[src/rtl/riscv_pkg.sv]
// Shared RV32 constants: address width, default reset PC, major opcodes and the
// instruction-fetch state encoding.
package riscv_pkg;

  localparam int unsigned XLEN = 32;
  localparam logic [31:0] RESET_PC_DEFAULT = 32'h0000_0000;

  localparam logic [6:0] OPC_R    = 7'b0110011;
  localparam logic [6:0] OPC_I    = 7'b0010011;
  localparam logic [6:0] OPC_S    = 7'b0100011;
  localparam logic [6:0] OPC_L    = 7'b0000011;
  localparam logic [6:0] OPC_B    = 7'b1100011;
  localparam logic [6:0] OPC_JAL  = 7'b1101111;
  localparam logic [6:0] OPC_JALR = 7'b1100111;

  typedef enum logic [1:0] {
    StIdle = 2'd0,
    StReq  = 2'd1,
    StWait = 2'd2,
    StHold = 2'd3
  } fetch_state_e;

endpackage

[src/rtl/ifu_pc_next.sv]
// Next-PC select for the fetch unit: sequential pc+4 or word-aligned redirect
// target, plus detection of a redirect target with non-zero low bits.
module ifu_pc_next
  import riscv_pkg::*;
#(
  parameter int unsigned XLEN = riscv_pkg::XLEN
) (
  input  logic [XLEN-1:0] i_pc,
  input  logic            i_redirect,
  input  logic [XLEN-1:0] i_redirect_pc,
  output logic [XLEN-1:0] o_pc_next,
  output logic            o_misalign
);

  always_comb begin
    o_pc_next  = i_pc + XLEN'(4);
    o_misalign = 1'b0;
    if (i_redirect) begin
      o_pc_next  = {i_redirect_pc[XLEN-1:2], 2'b00};
      o_misalign = (i_redirect_pc[1:0] != 2'b00);
    end
  end

endmodule

[src/rtl/instr_fetch_unit.sv]
// Instruction fetch unit: owns the PC, issues one memory request at a time and
// presents each fetched word to the decoder until it is acknowledged.
module instr_fetch_unit
  import riscv_pkg::*;
#(
  parameter int unsigned     XLEN     = riscv_pkg::XLEN,
  parameter logic [XLEN-1:0] RESET_PC = RESET_PC_DEFAULT
) (
  input  logic            clk,
  input  logic            rst_n,
  output logic            imem_req_valid,
  input  logic            imem_req_ready,
  output logic [XLEN-1:0] imem_req_addr,
  input  logic            imem_rsp_valid,
  input  logic [31:0]     imem_rsp_data,
  output logic            instr_valid,
  output logic [31:0]     instr,
  output logic [XLEN-1:0] instr_pc,
  input  logic            instr_ack,
  input  logic            redirect,
  input  logic [XLEN-1:0] redirect_pc,
  output logic            misalign_err,
  output logic [31:0]     fetch_count
);

  fetch_state_e    r_state;
  fetch_state_e    w_state_d;
  logic [XLEN-1:0] r_pc;
  logic [31:0]     r_instr;
  logic [XLEN-1:0] r_instr_pc;
  logic [31:0]     r_count;
  logic            r_misalign;

  logic            w_ack;
  logic            w_capture;
  logic [XLEN-1:0] w_pc_next;
  logic            w_misalign;

  ifu_pc_next #(
    .XLEN(XLEN)
  ) u_pc_next (
    .i_pc         (r_pc),
    .i_redirect   (redirect),
    .i_redirect_pc(redirect_pc),
    .o_pc_next    (w_pc_next),
    .o_misalign   (w_misalign)
  );

  // Ack and redirect only mean something while an instruction is presented.
  assign w_ack     = (r_state == StHold) && instr_ack;
  assign w_capture = (r_state == StWait) && imem_rsp_valid;

  always_comb begin
    w_state_d = r_state;
    unique case (r_state)
      StIdle: w_state_d = StReq;
      StReq:  if (imem_req_ready) w_state_d = StWait;
      StWait: if (imem_rsp_valid) w_state_d = StHold;
      StHold: if (instr_ack) w_state_d = StReq;
      default: w_state_d = StIdle;
    endcase
  end

  always_ff @(posedge clk or negedge rst_n) begin
    if (!rst_n) begin
      r_state    <= StIdle;
      r_pc       <= RESET_PC;
      r_instr    <= '0;
      r_instr_pc <= '0;
      r_count    <= '0;
      r_misalign <= 1'b0;
    end else begin
      r_state <= w_state_d;
      if (w_capture) begin
        r_instr    <= imem_rsp_data;
        r_instr_pc <= r_pc;
      end
      if (w_ack) begin
        r_pc    <= w_pc_next;
        r_count <= r_count + 32'd1;
        if (w_misalign) r_misalign <= 1'b1;
      end
    end
  end

  // Address comes straight from the PC, which only moves on ack, so it is
  // stable for as long as a request waits for ready.
  always_comb begin
    imem_req_valid = (r_state == StReq);
    imem_req_addr  = r_pc;
    instr_valid    = (r_state == StHold);
    instr          = r_instr;
    instr_pc       = r_instr_pc;
    misalign_err   = r_misalign;
    fetch_count    = r_count;
  end

endmodule

[config.mk]
export PLATFORM = sky130hd
export DESIGN_NAME = instr_fetch_unit
export DESIGN_NICKNAME = d
export VERILOG_FILES = /design/src/rtl/riscv_pkg.sv /design/src/rtl/ifu_pc_next.sv /design/src/rtl/instr_fetch_unit.sv
export SDC_FILE = /design/constraint.sdc
export NUM_CORES = 1
export LEC_CHECK = 0
export ABC_CLOCK_PERIOD_IN_PS = 4700
export CAP_MARGIN = 20
export CORE_UTILIZATION = 30
export DETAILED_ROUTE_END_ITERATION = 7
export PLACE_DENSITY = 0.63
export SYNTH_ARGS = -nofsm -noshare
export SYNTH_HDL_FRONTEND = slang
export SYNTH_SLANG_ARGS = --single-unit
[constraint.sdc]
create_clock -name clk -period 4.7 [get_ports clk]
set_input_delay 0.47 -clock clk [delete_from_list [all_inputs] [get_ports clk]]
set_output_delay 0.47 -clock clk [all_outputs]
set_load 0.02 [all_outputs]
==> results.md <==
- N_diodes: 0
- Clock skew: slightly below 0.005 ns
- Ys flop type: dfrtp_1
- Comb pwr share: between 40% and 50%
- Part of the Yosys area used for sequential elements: about 55%
- Internal power: 3.519 mW
- Launching point of the worst reg2reg path: imem_req_addr[2]$_DFFE_PN0P_
- Reg2Reg Capture Point: imem_req_addr[22]$_DFFE_PN0P_
- Yosys top cell area share: approximately 55%
- Wire per inst: roughly 16 microns
- Ranking of synthesized cells by area: dfrtp_1 (55%), mux2_2 (11%), xnor2_1 (3.8%), nand3_1 (3.0%), o21ai_0 (2.9%)
- Initial antenna violation count: 0
- Starting DRT DRC Count: ~300
- Fin nets: ~790
- Leakage: 3.531 nW
- Clock root buffer: clkbuf_16
- Post-synthesis cell type count: 50
- Critical Path Most Common Cell: nand3_1
- Post-synthesis mux area share: 11.92%
- Worst Hold Class: primary input to async pin
- Placer Congestion: around 0.8
- Core ar.: approximately 19000 sq um
- WS Path Type: flop to flop
- Post-layout util: about 46%
- # resized after CTS: 0
- Fraction of layout cells with a size suffix above 1: between 10% and 20%
- Post CTS Setup Buffer Count: 0
- Post-DP HPWL: about 11000 microns
- First-pass GRT wire length: about 26000 microns
- Footprint of the multi-input gates: between 2000 and 2500 sq um
- Die Y: between 100 and 150 microns
- Critical path capture point type: flop
- Remaining DRCs: 0
- Post-synth top area cell: dfrtp_1
- Fmax: between 0.3 and 0.4 GHz
- Max_cap viols: 0
- Compound-gate portion of the synthesized area: roughly a tenth
- Part of the power in the clock network: about 25%
- Status: completed
- H-tree depth: 4
- CTS Buf Count: 17
- Sw frac: ~36%
- Cells after Synth: 521
- Main combinational cell family by area after synthesis: simple AND/OR/NAND/NOR gates
- Fillers: between 1500 and 2000
- Clk_lat worst skew: between 0.4 and 0.5 ns
- CTS tree: done
- Worst-path clk slew: 0.06 ns
- Slew of the pin with the lowest slew margin: around 0.95 ns
- Via density: a little under 5
- RSZ-0062 raised after global routing: false
- Synth Register Bits: 127
- Max VDD drop: 324.6 uV
- Number of hold violations in the final report: 0
- Worst-path fanout max: 11
- Die W: about 140 microns
- Synthesized area per cell: 11.16 sq um
- Via count: around 4900
- Setup TNS: 0 ns
- Synth Area in Adders: roughly 1.1%
- Hold_buf cts: 0
- CP max stage cell: nor4_2
- Setup-failing EPs final: 0
- Pwr per Cell Area: around 640 nW/um^2
- Seq. cell area: between 3000 and 4000 sq um
- Worst EP arrival: approximately 3.0 ns
- Largest net degree at the start of global routing: ~90
- Async S/R FF share, synth: between 90% and 100%
- Net Sw Power: roughly 2.0 mW
- Startpoint Class: flop
- CTS Buffer Depth: 2
- Slew Limit Fails: 0
- Initial core utilization: a little under a third
- Final min period: 2.686 ns
- Post-synth EDFFs: 0
- Period utilization: a little under three fifths
- Total track usage: around 17%
- Worst endpoint required time: between 5 and 6 ns
- Clk sinks: 127
- Gr ovfl total: 0
- Vias in the first global route: 4828
- Synthesis Warnings: 0
- Number of detailed-route iterations in the first pass: 6
- XOR/XNOR Fraction of Synth Area: 4.670%
- Crit-path cells: ha_1 > nand3_1 > nor4_2 > nand4_1 > or4_1 > nand3_1
- Slew margin rel.: between 30% and 40%
- Critical Path Max Stage Delay: around 0.85 ns
- PortBufs: 196
- R2R cell count: 6
- Syn-to-layout area delta: 48.76%
- Cell area after synthesis: around 5800 sq um
- Reg-to-reg setup timing slack: between 2 and 2.5 ns
- Reg power frac: 34.6%
- Row cnt: 50
- Die ar.: around 20000 sq um
- Routed wire length: between 15000 and 20000 microns
- Ports: approximately 200
- Antenna-violating nets left: 0
- Synth Area in Simple Gates: around 15%
-- power groups by stage --
stage	combinational (mW)	sequential (mW)	clock, mW
final	2.22	1.91	1.38
after global routing	2.38	1.97	1.47
after CTS	2.24	1.91	1.42
after detailed placement	2.23	1.92	0
after global placement	2.20	1.89	0
after floorplan	0.689	2.31	0
-- flip-flops by register name, indices dropped and copies added, names as in the netlist --
| signal | cells |
|---|---|
| imem_req_addr | 30 |
| instr_pc | 30 |
| r_state | 2 |
| instr | 32 |
| fetch_count | 32 |
| misalign_err | 1 |
-- through the flow --
step	hold WS, ns	worst slack [ns]	power, mW	instances	instance area (sq um)
final	0.1490	2.014	5.509	985	8650
after global routing	0.2119	1.797	5.828	985	8650
after CTS	0.1703	2.007	5.566	984	8622
after detailed placement	0.4681	1.742	4.152	952	8003
after global placement	0.4580	1.828	4.089	952	8003
after floorplan	0.1744	2.582	2.996	524	5826
-- area by class of cell --
| class | count | share of cell area, % |
|---|---|---|
| flip-flops and latches | 127 | 36.74 |
| well taps | 260 | 3.761 |
| clock buffers | 23 | 5.642 |
| clock inverters | 9 | 1.519 |
| inverters | 12 | 0.5208 |
| repair buffers | 199 | 23.13 |
| multi-input cells | 355 | 28.69 |
-- cells in the final DEF, fill, tap and decap left out, types with 3 or more instances in the layout --
cell type / instances
xor2_1: 6
and3_1: 11
bufinv_16: 3
conb_1: 4
nand4_1: 18
mux2i_1: 4
a211oi_1: 3
mux2_2: 58
nor4_1: 3
xnor2_1: 25
a31o_2: 3
nand3_1: 35
a311oi_1: 5
dfrtp_1: 127
a22oi_1: 4
nand2_1: 33
o22ai_1: 3
o31ai_1: 3
a21oi_1: 25
clkinvlp_4: 3
nor2_1: 24
or3_1: 5
o21ai_0: 34
ha_1: 5
clkdlybuf4s50_1: 194
clkbuf_16: 17
and2_1: 3
inv_1: 11
and4_1: 7
nor3_1: 8
clkbuf_8: 4
-- worst max-delay path by stage --
stage | from | to | slack, ns | cells past startpoint
after CTS | imem_req_addr[2]$_DFFE_PN0P_ | imem_req_addr[22]$_DFFE_PN0P_ | 2.01 | 6
after detailed placement | redirect | imem_req_addr[30]$_DFFE_PN0P_ | 1.74 | 5
final | imem_req_addr[2]$_DFFE_PN0P_ | imem_req_addr[22]$_DFFE_PN0P_ | 2.01 | 6
after floorplan | imem_req_addr[12]$_DFFE_PN0P_ | imem_req_addr[21]$_DFFE_PN0P_ | 2.58 | 6
after global routing | imem_req_addr[2]$_DFFE_PN0P_ | imem_req_addr[22]$_DFFE_PN0P_ | 1.80 | 6
after global placement | redirect | imem_req_addr[30]$_DFFE_PN0P_ | 1.83 | 5
-- logic make-up (layout without fill, tap and decap cells) --
logic type / count (synthesis) / in the layout
and+or+nand+nor: 162 / 162
DFF: 127 / 127
AOI/OAI and AO/OA: 91 / 91
muxes: 62 / 62
buffers and inverters: 42 / 243
xor gates and xnor gates: 31 / 31
adders and majority gates: 5 / 5
other: 1 / 4
-- cell usage after synthesis (all sizes together), types with 5 or more instances --
cell and number:
clkbuf 19, inv 11, nand3 35, o21ai 35
a21oi 26, xnor2 25, and4 7, nor3 10
nand4 19, mux2 58, and3 11, nor2 24
nand2 34, ha 5, buf 11, xor2 6
dfrtp 127, a311oi 5, or3 7
-- layer usage --
metal  up-vias  wire [microns]  global-route usage [%]  part of all wire (%)
li1       2273               -                       -                     -
met1      2377            6929                   21.09                    43
met2       196            7534                   26.58                    47
met3        20            1280                   5.061                   8.0
met4         0             325                   7.952                   2.0
met5         -               0                       0                     0
-- critical path: cells and delay by family, from the launching register on --
family                   cells  cell delay, ns
AND/OR/NAND/NOR              5            1.75
flip-flops                   1            0.52
adder cells (fa/ha/maj)      1            0.34
Note: power is estimated with default switching activity, not from simulation.
